<file path="config.mk">
export PLATFORM = sky130hd
export DESIGN_NAME = rriot_bus_arbiter
export DESIGN_NICKNAME = d
export VERILOG_FILES = /design/src/rtl/rriot_bus_arbiter.sv
export SDC_FILE = /design/constraint.sdc
export NUM_CORES = 1
export LEC_CHECK = 0
export CAP_MARGIN = 20
export CELL_PAD_IN_SITES_DETAIL_PLACEMENT = 1
export CELL_PAD_IN_SITES_GLOBAL_PLACEMENT = 1
export CORE_MARGIN = 1.5
export CORE_UTILIZATION = 25
export DETAILED_ROUTE_END_ITERATION = 10
export GPL_TIMING_DRIVEN = 0
export PLACE_DENSITY_LB_ADDON = 0.08
export SETUP_SLACK_MARGIN = 0.05
export SYNTH_ARGS = -nofsm -noshare
export SYNTH_HDL_FRONTEND = slang
export SYNTH_SLANG_ARGS = --single-unit
</file>
<file path="constraint.sdc">
create_clock -name phi2 -period 3.8 [get_ports phi2]
set_input_delay 0.95 -clock phi2 [delete_from_list [all_inputs] [get_ports phi2]]
set_output_delay 0.95 -clock phi2 [all_outputs]
set_load 0.01 [all_outputs]
</file>
<file path="src/rtl/rriot_bus_arbiter.sv">
// rriot_bus_arbiter
// Shares one mcs6530 RRIOT bus between the 6502 CPU port and an aux port
// (debug loader / monitor DMA). One requester is granted per phi2 cycle; the
// CPU has priority, and aux is protected from starvation by a defer counter.
// Aux may also lock bursts, with one forced release cycle after MAX_BURST grants.
// Read data is returned to the owner one cycle after the access.
//
// owner state | meaning
// ------------+-----------------------------------------------
// OWN_NONE    | no access performed last cycle
// OWN_CPU     | CPU accessed the RRIOT last cycle
// OWN_AUX     | aux accessed the RRIOT last cycle
module rriot_bus_arbiter #(
    parameter int unsigned MAX_DEFER = 4,
    parameter int unsigned MAX_BURST = 8
) (
    input  logic       phi2,
    input  logic       rst_n,
    // CPU port
    input  logic       cpu_req,
    input  logic       cpu_we_n,
    input  logic [9:0] cpu_a,
    input  logic       cpu_rs0,
    input  logic       cpu_cs1,
    input  logic [7:0] cpu_di,
    output logic       cpu_rdy,
    output logic       cpu_rvalid,
    output logic [7:0] cpu_do,
    // aux port
    input  logic       aux_req,
    input  logic       aux_lock,
    input  logic       aux_we_n,
    input  logic [9:0] aux_a,
    input  logic       aux_rs0,
    input  logic       aux_cs1,
    input  logic [7:0] aux_di,
    output logic       aux_gnt,
    output logic       aux_rvalid,
    output logic [7:0] aux_do,
    // RRIOT bus
    output logic       rriot_we_n,
    output logic [9:0] rriot_a,
    output logic       rriot_rs0,
    output logic       rriot_cs1,
    output logic [7:0] rriot_di,
    input  logic [7:0] rriot_do,
    input  logic       rriot_oe
);

    typedef enum logic [1:0] {
        OWN_NONE = 2'd0,
        OWN_CPU  = 2'd1,
        OWN_AUX  = 2'd2
    } owner_t;

    localparam logic [3:0] MAX_DEFER_C = 4'(MAX_DEFER);
    localparam logic [3:0] MAX_BURST_C = 4'(MAX_BURST);

    owner_t     r_owner;
    logic [3:0] r_defer_cnt;
    logic [3:0] r_burst_cnt;
    logic       r_cpu_rvalid;
    logic       r_aux_rvalid;
    logic [7:0] r_cpu_do_hold;
    logic [7:0] r_aux_do_hold;

    owner_t     w_grant;
    logic       w_release;
    logic       w_aux_gnt;
    logic [7:0] w_rd_data;

    // Pick this cycle's bus owner; nothing is granted while reset is asserted
    // so the bus drops to its idle value immediately.
    always_comb begin
        w_release = aux_req && aux_lock && (r_burst_cnt == MAX_BURST_C);
        w_grant   = OWN_NONE;
        if (!rst_n) begin
            w_grant = OWN_NONE;
        end else if (w_release) begin
            // aux sits out one cycle after a full burst; the CPU may use it
            w_grant = cpu_req ? OWN_CPU : OWN_NONE;
        end else if (cpu_req && aux_req) begin
            if ((r_defer_cnt == MAX_DEFER_C) ||
                ((r_owner == OWN_AUX) && aux_lock && (r_burst_cnt < MAX_BURST_C)))
                w_grant = OWN_AUX;
            else
                w_grant = OWN_CPU;
        end else if (cpu_req) begin
            w_grant = OWN_CPU;
        end else if (aux_req) begin
            w_grant = OWN_AUX;
        end
    end

    assign w_aux_gnt = (w_grant == OWN_AUX);
    assign aux_gnt   = w_aux_gnt;
    assign cpu_rdy   = !(cpu_req && w_aux_gnt);

    // Drive the granted requester's fields, or an idle bus that decodes no region.
    always_comb begin
        rriot_we_n = 1'b1;
        rriot_a    = 10'd0;
        rriot_rs0  = 1'b0;
        rriot_cs1  = 1'b0;
        rriot_di   = 8'd0;
        case (w_grant)
            OWN_CPU: begin
                rriot_we_n = cpu_we_n;
                rriot_a    = cpu_a;
                rriot_rs0  = cpu_rs0;
                rriot_cs1  = cpu_cs1;
                rriot_di   = cpu_di;
            end
            OWN_AUX: begin
                rriot_we_n = aux_we_n;
                rriot_a    = aux_a;
                rriot_rs0  = aux_rs0;
                rriot_cs1  = aux_cs1;
                rriot_di   = aux_di;
            end
            default: ;
        endcase
    end

    // Undriven RRIOT data bus reads as open bus.
    assign w_rd_data = rriot_oe ? rriot_do : 8'hFF;

    // Read data is live in the response cycle, then held until the next read.
    assign cpu_rvalid = r_cpu_rvalid;
    assign aux_rvalid = r_aux_rvalid;
    assign cpu_do     = r_cpu_rvalid ? w_rd_data : r_cpu_do_hold;
    assign aux_do     = r_aux_rvalid ? w_rd_data : r_aux_do_hold;

    // Owner tracking, fairness counters and read-response bookkeeping.
    always_ff @(posedge phi2 or negedge rst_n) begin
        if (!rst_n) begin
            r_owner       <= OWN_NONE;
            r_defer_cnt   <= 4'd0;
            r_burst_cnt   <= 4'd0;
            r_cpu_rvalid  <= 1'b0;
            r_aux_rvalid  <= 1'b0;
            r_cpu_do_hold <= 8'h00;
            r_aux_do_hold <= 8'h00;
        end else begin
            r_owner <= w_grant;

            if (aux_req && !w_aux_gnt)
                r_defer_cnt <= (r_defer_cnt == MAX_DEFER_C) ? r_defer_cnt
                                                            : r_defer_cnt + 4'd1;
            else
                r_defer_cnt <= 4'd0;

            if (w_aux_gnt && aux_lock)
                r_burst_cnt <= r_burst_cnt + 4'd1;
            else
                r_burst_cnt <= 4'd0;

            r_cpu_rvalid <= (w_grant == OWN_CPU) && cpu_we_n;
            r_aux_rvalid <= (w_grant == OWN_AUX) && aux_we_n;

            if (r_cpu_rvalid)
                r_cpu_do_hold <= w_rd_data;
            if (r_aux_rvalid)
                r_aux_do_hold <= w_rd_data;
        end
    end

endmodule

</file>
==> qor.txt <==
Top area cells in the synthesized netlist: sky130_fd_sc_hd__dfrtp_1, sky130_fd_sc_hd__o41ai_2, sky130_fd_sc_hd__inv_1
Count of final max-slew check failures: 0
Sequential fraction of design power: 36.2%
Final min period: 3.680 ns
Area of the core: 0.006869 mm^2
Total inserted antenna cells: 0
Total wire length: 5626 um
Placed Instances: 383
Kind of cell adding the most delay to the critical path: buffers and inverters
Final Hold Viols: 0
First-pass DRT Iterations: 4
Library cell with the largest summed area after synthesis: sky130_fd_sc_hd__dfrtp_1
Status: finished, final reports clean
Max_cap viols: 0
Rows: 30
Critical path fanouts, max: 8
Global-route wire length before repair: 8894 um
Number of remaining DRC errors: 0
Routed wirelength normalized by instance count: 14.28 um
Final cycle utilization of the critical path: 96.84%
Combinational share of power: 45.5%
Area enclosed by the die boundary: 0.007674 mm^2
Total Nets Final: 361
Clock tree from TritonCTS: yes
Placer Congestion: 0.7073
Type of the worst min-delay path: reg2reg
Unique masters post-synth: 34
Number of enable-type register cells in the synthesized netlist: 0
Share of final-layout standard cells stronger than drive strength 1: 26.17%
Register area share after synthesis: 39.16%
Gr ovfl total: 0
Commonest cells after routing, fill and taps aside: sky130_fd_sc_hd__clkdlybuf4s50_1, sky130_fd_sc_hd__dfrtp_1, sky130_fd_sc_hd__inv_1, sky130_fd_sc_hd__nor2_1, sky130_fd_sc_hd__buf_2
Warnings, synthesis: 0
Count of final setup violators: 0
Final Total Pwr: 1026 uW
Die height: 87.60 um
Vias in the first global route: 1878
Relative slew slack: 67.72%
Dominant synthesized flop cell: sky130_fd_sc_hd__dfrtp_1
Vias after detailed routing: 1776
DR vias/cell: 4.508
Max incr delay on CP: 0.31 ns
Die Wd: 87.60 um
Post-Synthesis Cell Area: 0.001789 mm^2
Switching Share: 32.58%
Endpoint required time on the critical path: 2.85 ns
Synth-to-Final Area Change: 73.08%
Crit end category: output pin
Crit path buffers/inverters: 6
Portion of synthesized cell area occupied by the leading cell type: 39.16%
# port buffers: 96
Async set or reset register ratio after synthesis: 100.0%
HPWL after detailed placement: 4189 um
Total net switching power: 334.4 uW
Final instance count without filler cells: 394
Clock power frac: 18.4%
CTS sink cnt: 28
Number of antenna violations at the first check in global routing: 0
VDD IR max: 0.0001072 V
Count of routing violations after the opening detailed-route iteration: 32
H-tree depth: 1
Total of flip-flops plus latches after synthesis: 28
Effective utilization at floorplan: 26.05%
Clock-pin transition on the worst setup and hold timing paths: 0.10 ns
CTS buffer count: 3
Internal Dissipation: 691.9 uW
Transition time at the pin with the least slew margin: 0.4843 ns
Clock insertion delay at the later pin of the skew report: 0.27 ns
Clock tree root driver cell: sky130_fd_sc_hd__clkbuf_8
Category of the worst setup path launch point: primary input
Commonest non-fill, non-tap cell in the layout: sky130_fd_sc_hd__clkdlybuf4s50_1
Final ANT Viol Nets: 0
Slowest stage cell on the critical path: sky130_fd_sc_hd__ha_4
Leakage: 0.001423 uW
Critical path arrival: 2.73 ns
Syn Nets: 253
Largest clock skew in the final design: 0.001081 ns
RSZ-0062 raised after global routing: yes
PD cells: 331.4 mW/mm^2
Worst-case clock buffer depth: 2
Cell-by-cell listing of the critical path: buf_8 -> nand4bb_4 -> and3_4 -> buf_6 -> buf_8 -> or2_4 -> ha_4 -> nor2b_4 -> buf_6 -> buf_12 -> nand2_1 -> o41ai_4 -> buf_2
Total global-route track usage: 14.62%
Fmax achieved: 271.8 MHz
Maximum number of pins on one net before global-route repair: 34
Number of ports placed on the die boundary: 97
Mean area per synthesized cell: 9.368 um^2
Kind of critical path: in2out
Number of standard cells after synthesis: 191
-- through the flow --
step	instance area, um^2	hold WS (ns)	setup WS, ns	TNS [ns]	utilization, %
6_report	3097	0.4928	0.1203	0	45.08
5_1_grt	3097	0.5421	0.01831	0	45.08
4_1_cts	3004	0.4970	0.05203	0	43.73
3_5_place_dp	2880	0.4830	-1.455	-28.70	41.93
3_3_place_gp	2885	0.4786	-2.474	-57.26	42.00
2_1_floorplan	1804	0.4514	0.03186	0	-
-- worst paths after layout --
check | slack [ns] | end | depth (start not counted) | startpoint
setup / recovery | 0.12 | rriot_di[2] | 13 | aux_lock
hold / removal | 0.49 | r_burst_cnt[0] | 1 | r_burst_cnt[0]
setup reg to reg | 1.48 | r_defer_cnt[1] | 11 | r_defer_cnt[0]
hold reg to reg | 0.49 | r_burst_cnt[0] | 1 | r_burst_cnt[0]
max in group asynchronous | 3.02 | r_cpu_do_hold[7] | 1 | rst_n
min in group asynchronous | 0.53 | r_burst_cnt[2] | 1 | rst_n
-- cells by family (layout without fill, tap and decap cells) --
| family | count (synthesis) | count (layout) | share of synthesized area (%) |
|---|---|---|---|
| buf+inv | 37 | 144 | 9.440 |
| compound gates | 43 | 43 | 25.04 |
| simple gates | 72 | 72 | 19.72 |
| xor+xnor | 5 | 5 | 2.447 |
| fa+ha+maj | 6 | 6 | 4.196 |
| flops | 28 | 28 | 39.16 |
-- routing by layer --
layer | vias up | GRT usage, % | wire length (um)
met4 | 0 | 3.030 | 51
li1 | 872 | - | -
met2 | 65 | 25.03 | 2708
met1 | 835 | 17.97 | 2397
met5 | - | 0 | 0
met3 | 4 | 4.807 | 469
-- synth_stat cells (2+ instances only) --
cell type,count
sky130_fd_sc_hd__ha_1,6
sky130_fd_sc_hd__clkbuf_1,5
sky130_fd_sc_hd__nor2b_1,9
sky130_fd_sc_hd__inv_1,24
sky130_fd_sc_hd__and2_1,4
sky130_fd_sc_hd__a21oi_1,16
sky130_fd_sc_hd__nand2_1,23
sky130_fd_sc_hd__dfrtp_1,28
sky130_fd_sc_hd__and3_1,2
sky130_fd_sc_hd__o41ai_2,17
sky130_fd_sc_hd__buf_1,2
sky130_fd_sc_hd__buf_6,2
sky130_fd_sc_hd__buf_2,3
sky130_fd_sc_hd__nand4bb_1,2
sky130_fd_sc_hd__nand3_1,3
sky130_fd_sc_hd__xnor2_1,4
sky130_fd_sc_hd__o211a_1,2
sky130_fd_sc_hd__o41ai_1,2
sky130_fd_sc_hd__nor2_1,22
-- worst register-to-register path, delay by kind of cell (launching register included) --
family	cells	cell delay, ns
buffers and inverters	3	0.34
AND/OR/NAND/NOR	5	0.78
AO/OA/AOI/OAI	1	0.26
flip-flops	1	0.39
adder cells (fa/ha/maj)	2	0.45
-- what timing repair did --
item / CTS / global route
hold buffers: 0 / 0
buffers inserted: 3 / 3
setup endpoints to repair: 23 / 22
pin swaps: 8 / 2
cloned: 1 / 0
resized for setup: 115 / 19
-- power groups by stage --
stage	combinational, uW	clock (uW)	sequential (uW)
2_1_floorplan	205	0	371
3_3_place_gp	409	0	376
3_5_place_dp	414	0	377
4_1_cts	431	195	372
5_1_grt	513	211	377
6_report	467	189	371
-- cell type report --
type                    instances  area, um^2
clock buffers                   4       55.05
plain buffers                  13       135.1
fillers                       794        3772
inverters                      24       90.09
flip-flops and latches         28       700.7
well taps                      96       120.1
repair buffers                103       938.4
multi-input cells             126        1057
-- state kept, by name (all words and copies together), names as in the netlist --
name and flops:
aux_rvalid 1, r_burst_cnt 4, r_cpu_do_hold 8, cpu_rvalid 1
r_defer_cnt 4, r_owner 2, r_aux_do_hold 8
Power figures use the tool's default switching activity.
